<file path="config.mk">
export PLATFORM = sky130hd
export DESIGN_NAME = instr_encoder_loader
export DESIGN_NICKNAME = d
export VERILOG_FILES = /design/src/rtl/instr_encoder_loader.sv
export SDC_FILE = /design/constraint.sdc
export NUM_CORES = 1
export LEC_CHECK = 0
export CAP_MARGIN = 20
export CORE_MARGIN = 2
export CORE_UTILIZATION = 35
export DETAILED_ROUTE_END_ITERATION = 16
export PLACE_DENSITY = 0.7
export SYNTH_ARGS = -nofsm -noshare
export SYNTH_HDL_FRONTEND = slang
export SYNTH_SLANG_ARGS = --single-unit
</file>
<file path="constraint.sdc">
create_clock -name clk -period 4.2 [get_ports clk]
set_input_delay 0.63 -clock clk [delete_from_list [all_inputs] [get_ports clk]]
set_output_delay 0.63 -clock clk [all_outputs]
set_load 0.01 [all_outputs]
</file>
<file path="src/rtl/instr_encoder_loader.sv">
// MIPS instruction encoder and program loader: packs one instruction per
// handshake into a 32-bit word and writes it to imem at an auto-incrementing address.
module instr_encoder_loader #(
    parameter int ADDR_WIDTH = 8,
    parameter int BASE_ADDR  = 0
) (
    input  logic                  clk,
    input  logic                  rst,
    input  logic                  start,
    input  logic                  in_valid,
    output logic                  in_ready,
    input  logic [3:0]            in_class,
    input  logic [4:0]            in_rs,
    input  logic [4:0]            in_rt,
    input  logic [4:0]            in_rd,
    input  logic [4:0]            in_shamt,
    input  logic [5:0]            in_funct,
    input  logic [15:0]           in_imm,
    input  logic [25:0]           in_target,
    output logic                  imem_we,
    output logic [ADDR_WIDTH-1:0] imem_addr,
    output logic [31:0]           imem_wdata,
    input  logic                  imem_ack,
    output logic [ADDR_WIDTH:0]   count,
    output logic                  full,
    output logic                  err_class
);

    typedef enum logic [1:0] {
        IDLE  = 2'd0,
        WRITE = 2'd1,
        FULL  = 2'd2
    } state_t;

    localparam logic [ADDR_WIDTH:0]   CAPACITY = {1'b1, {ADDR_WIDTH{1'b0}}};
    localparam logic [ADDR_WIDTH-1:0] BASE     = ADDR_WIDTH'(BASE_ADDR);
    localparam logic [3:0]            CLASS_INVALID = 4'd15;

    state_t                state_reg, state_next;
    logic [ADDR_WIDTH-1:0] addr_reg;
    logic [ADDR_WIDTH:0]   count_reg;
    logic [ADDR_WIDTH:0]   count_inc;
    logic [31:0]           wdata_reg;
    logic                  err_reg;
    logic [5:0]            opcode;
    logic [31:0]           encoded;
    logic                  valid_class;

    assign valid_class = (in_class != CLASS_INVALID);
    assign count_inc   = count_reg + (ADDR_WIDTH+1)'(1);

    // Opcode lookup and field packing for every instruction class
    always_comb begin
        opcode  = 6'b000000;
        encoded = 32'h0000_0000;
        case (in_class)
            4'd1:    opcode = 6'b001000;
            4'd2:    opcode = 6'b001001;
            4'd3:    opcode = 6'b100011;
            4'd4:    opcode = 6'b101011;
            4'd5:    opcode = 6'b000100;
            4'd6:    opcode = 6'b000101;
            4'd7:    opcode = 6'b000010;
            4'd8:    opcode = 6'b000011;
            4'd10:   opcode = 6'b001101;
            4'd11:   opcode = 6'b001100;
            4'd12:   opcode = 6'b001010;
            4'd13:   opcode = 6'b001011;
            4'd14:   opcode = 6'b001111;
            default: opcode = 6'b000000;
        endcase
        case (in_class)
            4'd0:       encoded = {6'b000000, in_rs, in_rt, in_rd, in_shamt, in_funct};
            4'd9:       encoded = {6'b000000, in_rs, 15'b0, 6'b001000};
            4'd7, 4'd8: encoded = {opcode, in_target};
            4'd14:      encoded = {opcode, 5'b00000, in_rt, in_imm};
            default:    encoded = {opcode, in_rs, in_rt, in_imm};
        endcase
    end

    always_ff @(posedge clk) begin
        if (rst) begin
            state_reg <= IDLE;
        end else begin
            state_reg <= state_next;
        end
    end

    always_comb begin
        state_next = state_reg;
        case (state_reg)
            IDLE: begin
                if (in_valid && valid_class) begin
                    state_next = WRITE;
                end
            end
            WRITE: begin
                if (imem_ack) begin
                    state_next = (count_inc == CAPACITY) ? FULL : IDLE;
                end
            end
            FULL: begin
                if (start) begin
                    state_next = IDLE;
                end
            end
            default: state_next = IDLE;
        endcase
    end

    // in_ready is masked during reset so the host never sees a handshake that reset discards
    always_comb begin
        in_ready = (state_reg == IDLE) && !rst;
        imem_we  = (state_reg == WRITE);
        full     = (state_reg == FULL);
    end

    always_ff @(posedge clk) begin
        if (rst) begin
            addr_reg  <= BASE;
            count_reg <= '0;
            wdata_reg <= 32'h0000_0000;
            err_reg   <= 1'b0;
        end else begin
            err_reg <= (state_reg == IDLE) && in_valid && !valid_class;
            case (state_reg)
                IDLE: begin
                    if (start) begin
                        addr_reg  <= BASE;
                        count_reg <= '0;
                    end
                    if (in_valid && valid_class) begin
                        wdata_reg <= encoded;
                    end
                end
                WRITE: begin
                    if (imem_ack) begin
                        addr_reg  <= addr_reg + ADDR_WIDTH'(1);
                        count_reg <= (count_reg == CAPACITY) ? count_reg : count_inc;
                    end
                end
                FULL: begin
                    if (start) begin
                        addr_reg  <= BASE;
                        count_reg <= '0;
                    end
                end
                default: ;
            endcase
        end
    end

    assign imem_addr  = addr_reg;
    assign imem_wdata = wdata_reg;
    assign count      = count_reg;
    assign err_class  = err_reg;

endmodule

</file>
## Word-level counts from Yosys, hierarchy flattened

Memory sizes are Yosys's and may differ from the RTL's.
Cells that the tools add are included.

| storage, ports and cells | value |
|---|---|
| register bits | 52 |
| ROM bits | 80 |
| output and inout bits | 53 |
| logic and storage cells | 50 |
| memories | 1 |

| operators by class | value |
|---|---|
| add/sub/neg operators | 2 |
| eq/ne operators | 14 |
| mux-type cells | 13 |
| reductions and logical operators | 15 |

Memory list:

| memory | depth | width | read ports | clocked after memory_dff | wr ports | RTL line | RTL |
|---|---|---|---|---|---|---|---|
| (no name shown) | 16 | 5 | 1 | 0 | 0 | 56 | `case (in_class)` |

Operators by type and width:

| cell | count |
|---|---|
| $pmux W32 S4 | 1 |
| $mux W9 | 3 |
| $eq A9 B9 Y1 const B | 2 |
| $pmux W9 S2 | 1 |
| $mux W8 | 2 |
| $pmux W8 S2 | 1 |
| $eq A4 B4 Y1 const B | 3 |
| $add A9 B1 Y9 const B | 1 |
| $add A8 B1 Y8 const B | 1 |
| $mux W2 | 4 |
| $ne A2 B1 Y1 const B | 3 |
| $pmux W2 S3 | 1 |
| $reduce_and A3 Y1 | 2 |
| $eq A4 B3 Y1 const B | 1 |
| $logic_and A1 B1 Y1 | 4 |
| $logic_not A4 Y1 | 1 |
| $ne A2 B2 Y1 const B | 2 |
| $ne A4 B4 Y1 const B | 1 |
| $reduce_and A4 Y1 | 1 |
| $reduce_or A2 Y1 | 2 |
| $eq A2 B1 Y1 const B | 1 |
| $eq A2 B2 Y1 const B | 1 |
| $logic_not A1 Y1 | 2 |
| $logic_not A2 Y1 | 1 |
| 2 further kinds | 2 |

## Depth between registers and ports, before layout

Gate-level depths: netlist of run 1.

| depth | value |
|---|---|
| depth in word-level cells | 5 |
| mapped depth | 8 |
| mapped depth without buffers | 7 |

## Worst setup path before layout of run 1

No wires, ideal clock.

| timing path | value |
|---|---|
| kind | input to register |
| start | input port in_class[0] |
| end | register wdata_reg[19], in the netlist imem_wdata[19] |
| data arrival time | 1.798 ns |
| data required time | 4.068 ns |
| slack | 2.270 ns |
| stages | 8 |
| path buffers | 1 |
| cell sequence | inv_1 -> ha_1 -> buf_2 -> a21oi_1 -> o21a_4 -> or2_4 -> a221oi_2 -> nor3_1 |

| between the ends | value |
|---|---|
| longest elaborated chain between the ends | 3 |
| elaborated cells between the ends (all ways) | 10 |

RTL lines:

| what | RTL line | RTL |
|---|---|---|
| start, declared | 12 | `input logic [3:0] in_class,` |
| $eq A4 B3 Y1 (tied with other cells) | 72 | `case (in_class)` |
| $reduce_or A2 Y1 or $logic_and A1 B1 Y1 (tied branches) | 72, 132 |  |
| $pmux W32 S4 or $reduce_and A2 Y1 (tied branches) | - |  |
| end signal, assigned | 133 | `wdata_reg <= encoded;` |
| end, declared | 43 | `logic [31:0] wdata_reg;` |

Several ways; a longest one is shown, not always the timed one.
A chain may end at the register's enable or synchronous reset.

## Worst setup path after layout of run 1

| timing path | value |
|---|---|
| start | input port in_class[3] |
| end | register wdata_reg[8], in the netlist imem_wdata[8] |

Same word-level chain as after synthesis.

==> results of run 1 <==
[synthesized netlist by cell type, types with 2 or more instances]
master / n
dfxtp_1: 51
nor2_1: 51
a21oi_1: 25
nand2_1: 20
a211oi_1: 19
nor3_1: 17
a222oi_1: 15
nand3_1: 10
buf_2: 9
ha_1: 9
clkbuf_1: 7
xor2_1: 7
a221oi_1: 6
a221oi_2: 5
and2_1: 5
and3_1: 5
buf_4: 5
inv_1: 5
nand2b_1: 5
nand4_1: 5
buf_6: 4
nand3b_1: 4
nor2b_1: 4
o21ai_0: 3
o21ai_1: 3
or3_1: 3
nand3_2: 2
nor3b_1: 2
o211ai_1: 2
[area by class of cell]
class / instances / area (um2)
Clock buffer: 7 / 76.3
Clock inverter: 1 / 5.00
Fill cell: 745 / 3600
Inverter: 5 / 18.8
Multi-Input combinational cell: 249 / 1630
Sequential cell: 51 / 1020
Tap cell: 102 / 128
Timing Repair Buffer: 130 / 1290
[metal layers]
layer,global-route usage (%),up-vias,part of all wire [%]
met5,0,-,0
met4,6.16,0,2.8
met3,3.53,17,5.9
met2,33.3,93,48
met1,24.9,1345,43
li1,-,1448,-
[where the power goes]
group / switching (mW) / total, mW / internal (mW) / leakage [nW]
Clock: 0.166 / 0.284 / 0.118 / 0.0422
Combinational: 0.130 / 0.292 / 0.162 / 1.06
Sequential: 0.0185 / 0.530 / 0.511 / 0.418
[through the flow]
| stage | total power, mW | hold slack (ps) | instances | utilization [%] |
|---|---|---|---|---|
| global placement | 0.827 | 449 | 537 | 52.6 |
| global route | 1.16 | 497 | 545 | 53.7 |
| CTS | 1.11 | 474 | 545 | 53.7 |
| detailed placement | 0.832 | 458 | 537 | 52.6 |
| floorplan | 0.679 | 481 | 330 | - |
| finish | 1.11 | 473 | 545 | 53.7 |
[worst register-to-register path, stage by stage (launching register included)]
cell	delay [ps]
dfxtp_1	750
nor4b_4	330
nand3_1	190
nand2_1	240
a21oi_1	60
a211oi_1	260
[cells by family after synthesis]
group                      count (synthesis)  share of synthesized area, %
and+or+nand+nor                          144                          27.3
AOI/OAI and AO/OA                         87                          23.8
DFF                                       51                          36.2
buffers and inverters                     30                          6.12
adders and majority gates                  9                          3.99
xor gates and xnor gates                   8                          2.48
other                                      1                         0.133
[path summary, 6_finish.rpt]
| kind | start | to | slack, ps |
|---|---|---|---|
| worst max register to register | state_reg[0] | count[7] | 2280 |
| worst min-delay path | imem_wdata[26] | imem_wdata[26] | 470 |
| worst max-delay path | in_class[3] | imem_wdata[8] | 1500 |
| worst min register to register | imem_wdata[26] | imem_wdata[26] | 470 |
==> run metrics, run 1 <==
status finished clean; Tmin final 2700 ps; Worst-Margin Slew 780 ps; Startpoint Class primary input; vias per cell 5.33; drt pass-1 iters 7; Gate Count Post-Synth 330; share of cells above drive strength 1 5.87%; CTS sink count 51; share of the synthesized area in the top cell type 36.2%; insertion delay of the later-clocked pin in the worst-skew pair 300 ps; CP Max Fanout 26; Starting Density 36.3%; Chip Height 93.8 um; RSZ-0062 raised after global routing false; final setup fails 0; FP Rows 32; GRT Total Usage 19.5%; diode count 0; CP endpoint kind flop; post-DP HPWL 6.40 mm; Synth area leader dfxtp_1; Post-Syn Nets 416; max incr delay on CP 980 ps; IO Pins 130; Max Clock Skew 3.89 ps; net count of the finished layout 528; Root Buffer clkbuf_8; PnR worst setup slack 1500 ps; Core Region 0.00777 mm2; Final GP Congestion 0.774; total wire length 8.75 mm; largest cells by area after synthesis dfxtp_1 36%, nor2_1 6.8%, a222oi_1 5.3%; Synth Flop Type dfxtp_1; synth unique cells 51; Die Area 0.00880 mm2; #FFs+latches synth 51; worst-path cell chain clkdlybuf4s50_1, nand3b_1, nand2_2, a222oi_1, a211oi_1; hold-fix buffers at CTS 0; # resized after CTS 0; Post-synth EDFFs 0; CTS clk-pin slew, worst paths 90 ps; cell depth of the worst min-delay path 2; max reg flops 31; Synthesis Warnings 0; maximum vdd drop 146 uV; kind of critical path primary input to flop; CTS Buf Count 5; drt initial violations 136; ys async rst share 0%; pin count of the biggest net entering global routing 48; final instance area 0.00417 mm2; initial antenna violation count 0; total number of H-tree levels 2; Setup TNS Final 0 ps; CP delay by family, top buffers and inverters; Hold/Removal Path Class flop to flop; total gr overflow 0; Post-CTS Setup Repair Bufs 0; area delta synth->final 47.7%; Longest Clk Path Bufs 2; PortBufs 128; Critical Path RT 4370 ps; commonest cells after routing, fill and taps aside 127 x clkdlybuf4s50_1, 51 x nor2_1, 51 x dfxtp_1; post-synthesis sequential area ratio 36.2%; Synth Area per Inst 8.55 um2; number of global-route vias before repair 2,735; commonest non-fill, non-tap cell in the layout clkdlybuf4s50_1; P per Cell Area 265 mW/mm2; Leakage 1.52 nW; Die W 93.8 um; Placement Cell Area 0.00409 mm2; WP data arrival 2870 ps; Final ANT Viol Nets 0; area of the mapped netlist 0.00282 mm2; fmax 0.371 GHz; Max Cap Violations 0; final hold vios 0; CTS tree built; vias 2,903; first-pass GRT wire length 13.7 mm; R2R depth 5; Buf+Inv Stages, Crit Path 1; Place WS 1200 ps; CP max-delay cell clkdlybuf4s50_1; fin crit share 64.2%; Max-slew headroom 47.9%; DR DRC count 0; pins over their slew limit 0; CP Depth 5; DR WL/cell 16.1 um
Power figures use the tool's default switching activity.
==> run 2: changes to the inputs <==
==> constraint.sdc (replaced) <==
create_clock -name clk -period 2.6 [get_ports clk]
set_input_delay 0.39 -clock clk [delete_from_list [all_inputs] [get_ports clk]]
set_output_delay 0.39 -clock clk [all_outputs]
set_load 0.01 [all_outputs]
==> run 2 against run 1 <==
Effect of this change: critical endpoint is now imem_wdata[17]; non-clock buffer count grew 4; via count grew 2.2%; total power grew 72%; largest power group unchanged.
==> run metrics, run 2 (synthesis results as in run 1) <==
status finished clean (unchanged); drt initial violations 180 (was 136); DR DRC count 0 (unchanged); final instance area 0.00426 mm2 (was 0.00417 mm2); share of cells above drive strength 1 7.16% (was 5.87%); Tmin final 2370 ps; vias per cell 5.40 (was 5.33); hold-fix buffers at CTS 0 (unchanged); IO Pins 130 (unchanged); PnR worst setup slack 232 ps (was 1500 ps); max reg flops 31 (unchanged); commonest non-fill, non-tap cell in the layout clkdlybuf4s50_1 (unchanged); commonest cells after routing, fill and taps aside 127 x clkdlybuf4s50_1, 51 x nor2_1, 51 x dfxtp_1 (unchanged); CP Max Fanout 16 (was 26); Starting Density 36.3% (unchanged); Final GP Congestion 0.792 (was 0.774); CTS tree built (unchanged); total gr overflow 0 (unchanged); CTS sink count 51 (unchanged); vias 2,966 (was 2,903); Worst-Margin Slew 709 ps (was 780 ps); GRT Total Usage 18.9% (was 19.5%); DR WL/cell 15.9 um (was 16.1 um); number of global-route vias before repair 2,661 (was 2,735); total wire length 8.73 mm (was 8.75 mm); insertion delay of the later-clocked pin in the worst-skew pair 310 ps (was 300 ps); Leakage 1.56 nW (was 1.52 nW); WP data arrival 2590 ps (was 2870 ps); FP Rows 32 (unchanged); fmax 0.422 GHz; final setup fails 0 (unchanged); Final ANT Viol Nets 0 (unchanged); drt pass-1 iters 7 (unchanged); Root Buffer clkbuf_8 (unchanged); Hold/Removal Path Class primary input to flop (was flop to flop); Final Power 1.90 mW (was 1.11 mW); Max-slew headroom 52.7% (was 47.9%); Post-CTS Setup Repair Bufs 0 (unchanged); WHS 401 ps (was 473 ps); CP endpoint kind flop (unchanged); area delta synth->final 50.8% (was 47.7%); kind of critical path primary input to flop (unchanged); Die W 93.8 um (unchanged); fin crit share 91.1%; Startpoint Class primary input (unchanged); initial antenna violation count 0 (unchanged); post-DP HPWL 6.46 mm (was 6.40 mm); CTS clk-pin slew, worst paths 90 ps (about the same); maximum vdd drop 267 uV (was 146 uV); Max Clock Skew 5.61 ps (was 3.89 ps); RSZ-0062 raised after global routing false (unchanged); pin count of the biggest net entering global routing 48 (unchanged); total number of H-tree levels 2 (unchanged); diode count 0 (unchanged); Critical Path RT 2820 ps (was 4370 ps); net count of the finished layout 532 (was 528); first-pass GRT wire length 13.4 mm (was 13.7 mm); Chip Height 93.8 um (unchanged); CTS Buf Count 5 (unchanged); Max Cap Violations 0 (unchanged); Placement Cell Area 0.00414 mm2 (was 0.00409 mm2); pins over their slew limit 0 (unchanged); Core Region 0.00777 mm2 (unchanged); final hold vios 0 (unchanged); Die Area 0.00880 mm2 (unchanged); PortBufs 128 (unchanged); Place WS -61.5 ps (was 1200 ps); Longest Clk Path Bufs 2 (unchanged); P per Cell Area 447 mW/mm2 (was 265 mW/mm2); Final Util 54.8% (was 53.7%); # resized after CTS 0 (unchanged)
## run 2: cell count changes in the layout (fill, tap and decap cells not counted), sizes merged
cell | before | now
buf | 3 | 7
clkbuf | 7 | 5
bufinv | 0 | 1
clkinv | 1 | 2
## run 2: power by group
group          switching (mW)  total (mW)  internal (mW)
clock network           0.279       0.566          0.287
registers              0.0301       0.856          0.826
logic                   0.210       0.482          0.272
## run 2: layout make-up
cell class | count | area, um2
clock inverters | 3 | 43.8
well taps | 102 | 128
fillers | 749 | 3510
clock buffers | 5 | 68.8
inverters | 5 | 18.8
flip-flops and latches | 51 | 1020
multi-input cells | 249 | 1630
repair buffers | 134 | 1350
## run 2: final timing paths
| path | start | end | slack [ps] | depth (start not counted) |
|---|---|---|---|---|
| worst max-delay path | in_class[1] | imem_wdata[17] | 230 | 7 |
| worst min-delay path | rst | err_class | 400 | 4 |
| worst max register to register | state_reg[0] | count[7] | 710 | 5 |
| worst min register to register | imem_wdata[26] | imem_wdata[26] | 470 | 2 |
## run 2: per-stage QoR
step	TNS (ps)	cells
5_1_grt	0	549
3_3_place_gp	-32.2	541
3_5_place_dp	-184	541
4_1_cts	0	549
6_report	0	549
2_1_floorplan	0	330
## run 2: layer usage
layer / vias to the layer above / wire length, um / track usage, %
met2: 104 / 4090 / 30.7
met5: - / 0 / 0
li1: 1461 / - / -
met4: 0 / 262 / 6.64
met1: 1382 / 3880 / 25.4
met3: 19 / 505 / 3.21
## run 2: critical path: stages
cell             delay [ps]
clkdlybuf4s50_1         520
inv_1                   140
ha_1                    330
nor3b_4                 670
or2_4                   290
a221oi_2                 60
nor3_1                  180
